<file path="src/rtl/systolic_pkg.sv">
// rtl/systolic_pkg.sv - shared constants, state encoding and helpers for the systolic tile sequencer
//
// Purpose: array geometry (N, KMAX), controller state codes and phase lengths.
// Ports:   none (package).

package systolic_pkg;

  localparam int N    = 4;   // array edge: lanes and columns per side
  localparam int KMAX = 16;  // largest legal inner dimension

  // Wavefront drain length through the aggregator.
  localparam int COLLECT_LEN = 2*N - 1;

  // State codes kept as plain constants so the state register stays a
  // bare vector; the enum below names the same codes for debug views.
  localparam logic [2:0] S_IDLE    = 3'd0;
  localparam logic [2:0] S_CLEAR   = 3'd1;
  localparam logic [2:0] S_FEED    = 3'd2;
  localparam logic [2:0] S_COLLECT = 3'd3;
  localparam logic [2:0] S_DONE    = 3'd4;

  typedef enum logic [2:0] {
    IDLE    = S_IDLE,
    CLEAR   = S_CLEAR,
    FEED    = S_FEED,
    COLLECT = S_COLLECT,
    DONE    = S_DONE
  } ctrl_state_t;

  // Feed window length: K operands plus the 2N-2 cycles of skew across
  // the array. Maximum is 22 for KMAX=16, so 5 bits suffice.
  function automatic logic [4:0] feed_len(input logic [4:0] k);
    return k + 5'(2*N - 2);
  endfunction

endpackage

</file>
<file path="src/rtl/systolic_if.sv">
// rtl/systolic_if.sv - job handshake and array-control bundle of the systolic sequencer
//
// Purpose: groups the job issuer handshake and the sequencer outputs.
// Ports (signals):
//   start, k_len, res_ready           : issuer -> sequencer
//   busy, err, pe_clear, rd_en,
//   rd_addr, a_vld, b_vld, agg_en,
//   agg_count, res_valid              : sequencer -> issuer / array
// Modports: master = issuer side, slave = sequencer side.

interface systolic_if;
  import systolic_pkg::*;

  logic         start;
  logic [4:0]   k_len;
  logic         res_ready;
  logic         busy;
  logic         err;
  logic         pe_clear;
  logic         rd_en;
  logic [4:0]   rd_addr;
  logic [N-1:0] a_vld;
  logic [N-1:0] b_vld;
  logic         agg_en;
  logic [4:0]   agg_count;
  logic         res_valid;

  modport master (
    output start, k_len, res_ready,
    input  busy, err, pe_clear, rd_en, rd_addr, a_vld, b_vld,
           agg_en, agg_count, res_valid
  );

  modport slave (
    input  start, k_len, res_ready,
    output busy, err, pe_clear, rd_en, rd_addr, a_vld, b_vld,
           agg_en, agg_count, res_valid
  );

endinterface

</file>
<file path="src/rtl/systolic_ctrl_skew_mask.sv">
// rtl/systolic_ctrl_skew_mask.sv - skewed operand-valid window for the array edges
//
// Purpose: lane i carries operand k=t-i, valid while 0 <= t-i < K.
// Ports:
//   t    in  5  feed step index
//   k    in  5  inner dimension K
//   mask out N  per-lane valid window

module skew_mask
  import systolic_pkg::*;
(
  input  logic [4:0]   t,
  input  logic [4:0]   k,
  output logic [N-1:0] mask
);

  for (genvar i = 0; i < N; i++) begin : g_lane
    localparam logic [5:0] LANE = 6'(i);
    // 6-bit compare so LANE+K cannot overflow.
    assign mask[i] = ({1'b0, t} >= LANE) && ({1'b0, t} < LANE + {1'b0, k});
  end

endmodule

</file>
<file path="src/rtl/systolic_ctrl.sv">
// rtl/systolic_ctrl.sv - job sequencer for the 4x4 systolic matrix-multiply tile
//
// Purpose: accepts a job (K), clears the PEs, drives the skewed operand
//          feed, steps the aggregator wavefront, then holds result-valid.
// Ports:
//   clk    in  clock
//   rst_n  in  asynchronous active-low reset
//   bus    slave modport of systolic_if (handshake and array controls)

module systolic_ctrl
  import systolic_pkg::*;
(
  input  logic       clk,
  input  logic       rst_n,
  systolic_if.slave  bus
);

  logic [2:0]   state, state_nxt;
  logic [4:0]   t, t_nxt;
  logic [4:0]   k;
  logic         err_q;
  logic [N-1:0] vld_q;
  logic [N-1:0] win_nxt;
  logic         k_ok;
  logic         accept;

  assign k_ok   = (bus.k_len != 5'd0) && (bus.k_len <= 5'(KMAX));
  assign accept = (state == S_IDLE) && bus.start && k_ok;

  always_comb begin
    state_nxt = state;
    t_nxt     = 5'd0;
    case (state)
      S_IDLE: begin
        if (accept) state_nxt = S_CLEAR;
      end
      S_CLEAR: begin
        state_nxt = S_FEED;
      end
      S_FEED: begin
        if (t == feed_len(k) - 5'd1) state_nxt = S_COLLECT;
        else                         t_nxt     = t + 5'd1;
      end
      S_COLLECT: begin
        if (t == 5'(COLLECT_LEN - 1)) state_nxt = S_DONE;
        else                          t_nxt     = t + 5'd1;
      end
      S_DONE: begin
        if (bus.res_ready) state_nxt = S_IDLE;
      end
      default: begin
        state_nxt = S_IDLE;
      end
    endcase
  end

  // The mask is evaluated on the next step index so the registered copy
  // lines up with t during FEED instead of trailing it by a cycle.
  skew_mask u_skew_mask (
    .t    (t_nxt),
    .k    (k),
    .mask (win_nxt)
  );

  always_ff @(posedge clk or negedge rst_n) begin
    if (!rst_n) begin
      state <= S_IDLE;
      t     <= 5'd0;
      k     <= 5'd1;
      err_q <= 1'b0;
      vld_q <= '0;
    end else begin
      state <= state_nxt;
      t     <= t_nxt;
      err_q <= (state == S_IDLE) && bus.start && !k_ok;
      vld_q <= (state_nxt == S_FEED) ? win_nxt : '0;
      if (accept) k <= bus.k_len;
    end
  end

  // Everything below decodes registered state only.
  assign bus.busy      = (state != S_IDLE);
  assign bus.err       = err_q;
  assign bus.pe_clear  = (state == S_CLEAR);
  assign bus.rd_en     = (state == S_FEED) && (t < k);
  assign bus.rd_addr   = bus.rd_en ? t : 5'd0;
  assign bus.a_vld     = vld_q;
  assign bus.b_vld     = vld_q;
  assign bus.agg_en    = (state == S_COLLECT);
  assign bus.agg_count = (state == S_COLLECT) ? t : 5'd0;
  assign bus.res_valid = (state == S_DONE);

endmodule

</file>
<file path="src/flat_wrapper.sv">
// flat-port wrapper written by rule: the top's interface ports become plain ports
module systolic_ctrl_flat import systolic_pkg::*;
  (clk, rst_n, bus_start, bus_k_len, bus_res_ready, bus_busy, bus_err, bus_pe_clear, bus_rd_en, bus_rd_addr, bus_a_vld, bus_b_vld, bus_agg_en, bus_agg_count, bus_res_valid);
  systolic_if bus_i ();
  input  logic clk;
  input  logic rst_n;
  input wire logic [$bits(bus_i.start)-1:0] bus_start;
  input wire logic [$bits(bus_i.k_len)-1:0] bus_k_len;
  input wire logic [$bits(bus_i.res_ready)-1:0] bus_res_ready;
  output wire logic [$bits(bus_i.busy)-1:0] bus_busy;
  output wire logic [$bits(bus_i.err)-1:0] bus_err;
  output wire logic [$bits(bus_i.pe_clear)-1:0] bus_pe_clear;
  output wire logic [$bits(bus_i.rd_en)-1:0] bus_rd_en;
  output wire logic [$bits(bus_i.rd_addr)-1:0] bus_rd_addr;
  output wire logic [$bits(bus_i.a_vld)-1:0] bus_a_vld;
  output wire logic [$bits(bus_i.b_vld)-1:0] bus_b_vld;
  output wire logic [$bits(bus_i.agg_en)-1:0] bus_agg_en;
  output wire logic [$bits(bus_i.agg_count)-1:0] bus_agg_count;
  output wire logic [$bits(bus_i.res_valid)-1:0] bus_res_valid;
  assign bus_i.start = bus_start;
  assign bus_i.k_len = bus_k_len;
  assign bus_i.res_ready = bus_res_ready;
  assign bus_busy = bus_i.busy;
  assign bus_err = bus_i.err;
  assign bus_pe_clear = bus_i.pe_clear;
  assign bus_rd_en = bus_i.rd_en;
  assign bus_rd_addr = bus_i.rd_addr;
  assign bus_a_vld = bus_i.a_vld;
  assign bus_b_vld = bus_i.b_vld;
  assign bus_agg_en = bus_i.agg_en;
  assign bus_agg_count = bus_i.agg_count;
  assign bus_res_valid = bus_i.res_valid;
  systolic_ctrl u_core (.clk(clk), .rst_n(rst_n), .bus(bus_i));
endmodule
</file>
<file path="config.mk">
export PLATFORM = sky130hd
export DESIGN_NAME = systolic_ctrl_flat
export DESIGN_NICKNAME = d
export VERILOG_FILES = /design/src/rtl/systolic_pkg.sv /design/src/rtl/systolic_if.sv /design/src/rtl/systolic_ctrl_skew_mask.sv /design/src/rtl/systolic_ctrl.sv /design/src/flat_wrapper.sv
export SDC_FILE = /design/constraint.sdc
export NUM_CORES = 1
export LEC_CHECK = 0
export ABC_AREA = 1
export CAP_MARGIN = 40
export CORE_MARGIN = 2
export CORE_UTILIZATION = 50
export CTS_CLUSTER_DIAMETER = 50
export DETAILED_ROUTE_END_ITERATION = 8
export PLACE_DENSITY = 0.87
export SKIP_LAST_GASP = 1
export SLEW_MARGIN = 40
export SYNTH_ARGS = -nofsm -noshare
export SYNTH_HDL_FRONTEND = slang
export SYNTH_SLANG_ARGS = --single-unit
</file>
<file path="constraint.sdc">
create_clock -name clk -period 5 [get_ports clk]
set_input_delay 0.75 -clock clk [delete_from_list [all_inputs] [get_ports clk]]
set_output_delay 0.75 -clock clk [all_outputs]
set_load 0.01 [all_outputs]
</file>
==> run_results.csv <==
group,metric,value,unit
outcome,outcome,"finished clean",
power,p_sw,0.666,mW
yosys,synthSimpleGateAreaFrac,0.304,
yosys,yosysSeqAreaShare,0.260,
power,ir_worst_vdd,0.200,mV
power,p_leak,1.09,nW
power,switching_share,0.527,
yosys,syn_avg_cell_area,7.20,um^2
detailed_routing,first_iter_violations,152,
detailed_routing,wire_per_inst,13.3,um
yosys,synthMuxAreaShare,0,
clocking,post_cts_resized,0,
clocking,cts_tree,"yes",
yosys,synth_most_common_cell,"nand2_1",
power,internal_power,0.597,mW
die,io_pins,33,
yosys,ys_seq_elements,18,
grt,grt_util_all_layers,0.222,
power,pwr-share-clk,0.064,
die,dieArea,3960,um^2
yosys,synthAdderAreaFrac,0.202,
yosys,synth_top_family_by_area,"simple AND/OR/NAND/NOR gates",
detailed_routing,vias,1644,
sta,finalMaxSlewViolations,0,
critical_path,required,4250,ps
cells_and_area,fin_area,2090,um^2
detailed_routing,drcViolationCount,0,
clocking,cts_buffers,3,
sta,setup_viol,0,
yosys,synth_compound_area_frac,0.0844,
critical_path,path_class,"reg2out",
yosys,yosys-top-cells-count,"nand2_1 (46), nor2_1 (34), inv_1 (32)",
critical_path,start_kind,"flop",
yosys,synth_top_area_frac,0.245,
power,sequentialPowerShare,0.218,
cells_and_area,nets,309,
die,initial_core_util,0.520,
die,die_w,62.9,um
sta,finClkSkew,12.4,ps
grt,grt_max_degree,19,
yosys,synth_xor_area_frac,0.0454,
grt,grt_pass1_vias,1587,
grt,grt-ovfl-total,0,
cells_and_area,diodes,0,
critical_path,worstPathMaxFanout,7,
detailed_routing,drt-pass1-iter-count,4,
power,p_comb_frac,0.718,
die,die-height,62.9,um
sta,worstMarginPinSlew,466,ps
yosys,yosysTopAreaCell,"dfrtp_1",
yosys,netlist_top_cells_area,"dfrtp_1 (25%), ha_1 (20%), nand2_1 (9.9%), nor2_1 (7.4%), inv_1 (6.9%)",
clocking,clock-root-buffer,"clkbuf_4",
sta,finalHoldViolations,0,
place,dp_hpwl,3410,um
sta,layout_worst_path_cycle_share,0.654,
die,num_rows,21,
detailed_routing,drt_wl_total,4230,um
cells_and_area,multi_input_area,1100,um^2
critical_path,worstSetupEndpointType,"output port",
place,port-buffer-count,32,
place,pre_cts_ws,2040,ps
yosys,syn_area,1740,um^2
clocking,clk_latency,310,ps
grt,antenna_found_initial,0,
sta,fmax,306,MHz
sta,rsz0062_at_grt,"no",
clocking,clk_pin_slew,120,ps
yosys,postSynthNetCount,278,
yosys,syn_inst,241,
grt,grt_pass1_wl,6960,um
cells_and_area,fillers,303,
critical_path,arrival,2520,ps
clocking,clockBufferDepth,2,
clocking,hold_buffers,0,
cells_and_area,areaGrowthSynthToFinish,20.4,%
sta,relSlewSlack,0.688,
yosys,yosysWarnings,0,
clocking,htree_num_levels,1,
clocking,cts.sinks,18,
cells_and_area,regArea,452,um^2
place,placed_area,2060,um^2
die,core-area,3340,um^2
sta,worst_slack,1730,ps
sta,fin_crit,3270,ps
run,drv_cap,0,
cells_and_area,layout-drive-gt1-share,0.0775,
yosys,synth_cell_types,28,
yosys,async_reset_ff_frac,1.00,
detailed_routing,ant_nets,0,
power,p_per_area,604,nW/um^2
detailed_routing,vias_per_cell,5.19,
yosys,ys.flop_type,"dfrtp_1",
sta,fin_setup_tns,0,ps
worst_hold_path,hp-class,"in2async",
power,p_total,1.26,mW
place,gp_congestion,0.870,
yosys,synth-edff-count,0,
clocking,post_cts_buffers,0,
sequential cells by signal, indices dropped and copies added, names as in the netlist:
name              cells
u_core.bus.err        1
u_core.t              5
u_core.k              5
u_core.bus.a_vld      4
u_core.state          3
placed cells by master, fill, tap and decap left out:
cell             instances
nand2_4                  2
a21oi_1                 11
clkbuf_4                 3
o21a_1                   2
ha_1                    28
dfstp_2                  1
or2_2                    1
o21ai_0                  8
a211oi_1                 1
nand2_2                  3
nor2_2                   1
o21ai_1                  1
nand3_1                 21
nand3_2                  3
nor2_1                  34
a21oi_2                  1
clkdlybuf4s50_1         31
dfrtp_1                 17
nor3_1                   4
o22ai_1                  1
nand4_1                  3
inv_1                   32
xor2_1                   8
o21ai_2                  1
buf_2                    1
clkbuf_1                 1
inv_2                    4
xnor2_1                  1
nand2_1                 46
layer usage:
| layer | global-route usage | up-vias | part of all wire |
|---|---|---|---|
| met5 | 0 | - | 0 |
| met1 | 0.256 | 750 | 0.42 |
| met3 | 0.0306 | 12 | 0.041 |
| met4 | 0.125 | 0 | 0.030 |
| li1 | - | 833 | - |
| met2 | 0.392 | 49 | 0.51 |
worst paths after layout:
check                                   startpoint  cells after the start                       endpoint  slack [ps]
setup / recovery           u_core.k[1]$_DFFE_PN0P_                     11                 bus_rd_addr[1]        1730
hold / removal                               rst_n                      1          u_core.t[0]$_DFF_PN0_         360
setup reg to reg           u_core.k[0]$_DFFE_PN1P_                     19  u_core.bus.a_vld[3]$_DFF_PN0_        1970
hold reg to reg            u_core.k[0]$_DFFE_PN1P_                      2        u_core.k[0]$_DFFE_PN1P_         580
max in group asynchronous                    rst_n                      1        u_core.k[0]$_DFFE_PN1P_        4290
min in group clk           u_core.k[0]$_DFFE_PN1P_                      2        u_core.k[0]$_DFFE_PN1P_         580
cell families after synthesis:
family          count (synthesis)
flops                          18
compound gates                 26
buf+inv                        42
simple gates                  118
xor+xnor                        9
fa+ha+maj                      28
per-stage QoR:
stage / cells / utilization / hold WS (ps)
after floorplan: 241 / - / 454
after global placement: 313 / 0.620 / 551
after detailed placement: 313 / 0.618 / 567
after CTS: 317 / 0.626 / 372
after global routing: 317 / 0.626 / 388
final: 317 / 0.626 / 359
final cells by class:
class	count	share of cell area
clock buffers	4	0.0126
repair buffers	32	0.151
inverters	36	0.0647
flip-flops and latches	18	0.216
well taps	46	0.0275
multi-input cells	181	0.528
worst max-delay path: stages, from the launching register on:
cell	delay, ps
dfrtp_1	480
inv_1	150
ha_1	310
inv_1	50
nor2_1	30
o21a_1	160
o21ai_0	140
nand2_1	70
nand2_1	50
nand2_1	120
nor2_1	120
clkdlybuf4s50_1	540
power groups by stage:
stage	Clock (mW)	Combinational (mW)	Sequential, mW
after global placement	0	0.849	0.272
after global routing	0.0873	1.01	0.285
after floorplan	0	0.637	0.259
after detailed placement	0	0.893	0.278
after CTS	0.0815	0.899	0.274
final	0.0806	0.906	0.276
(Power assumes the default switching activity.)
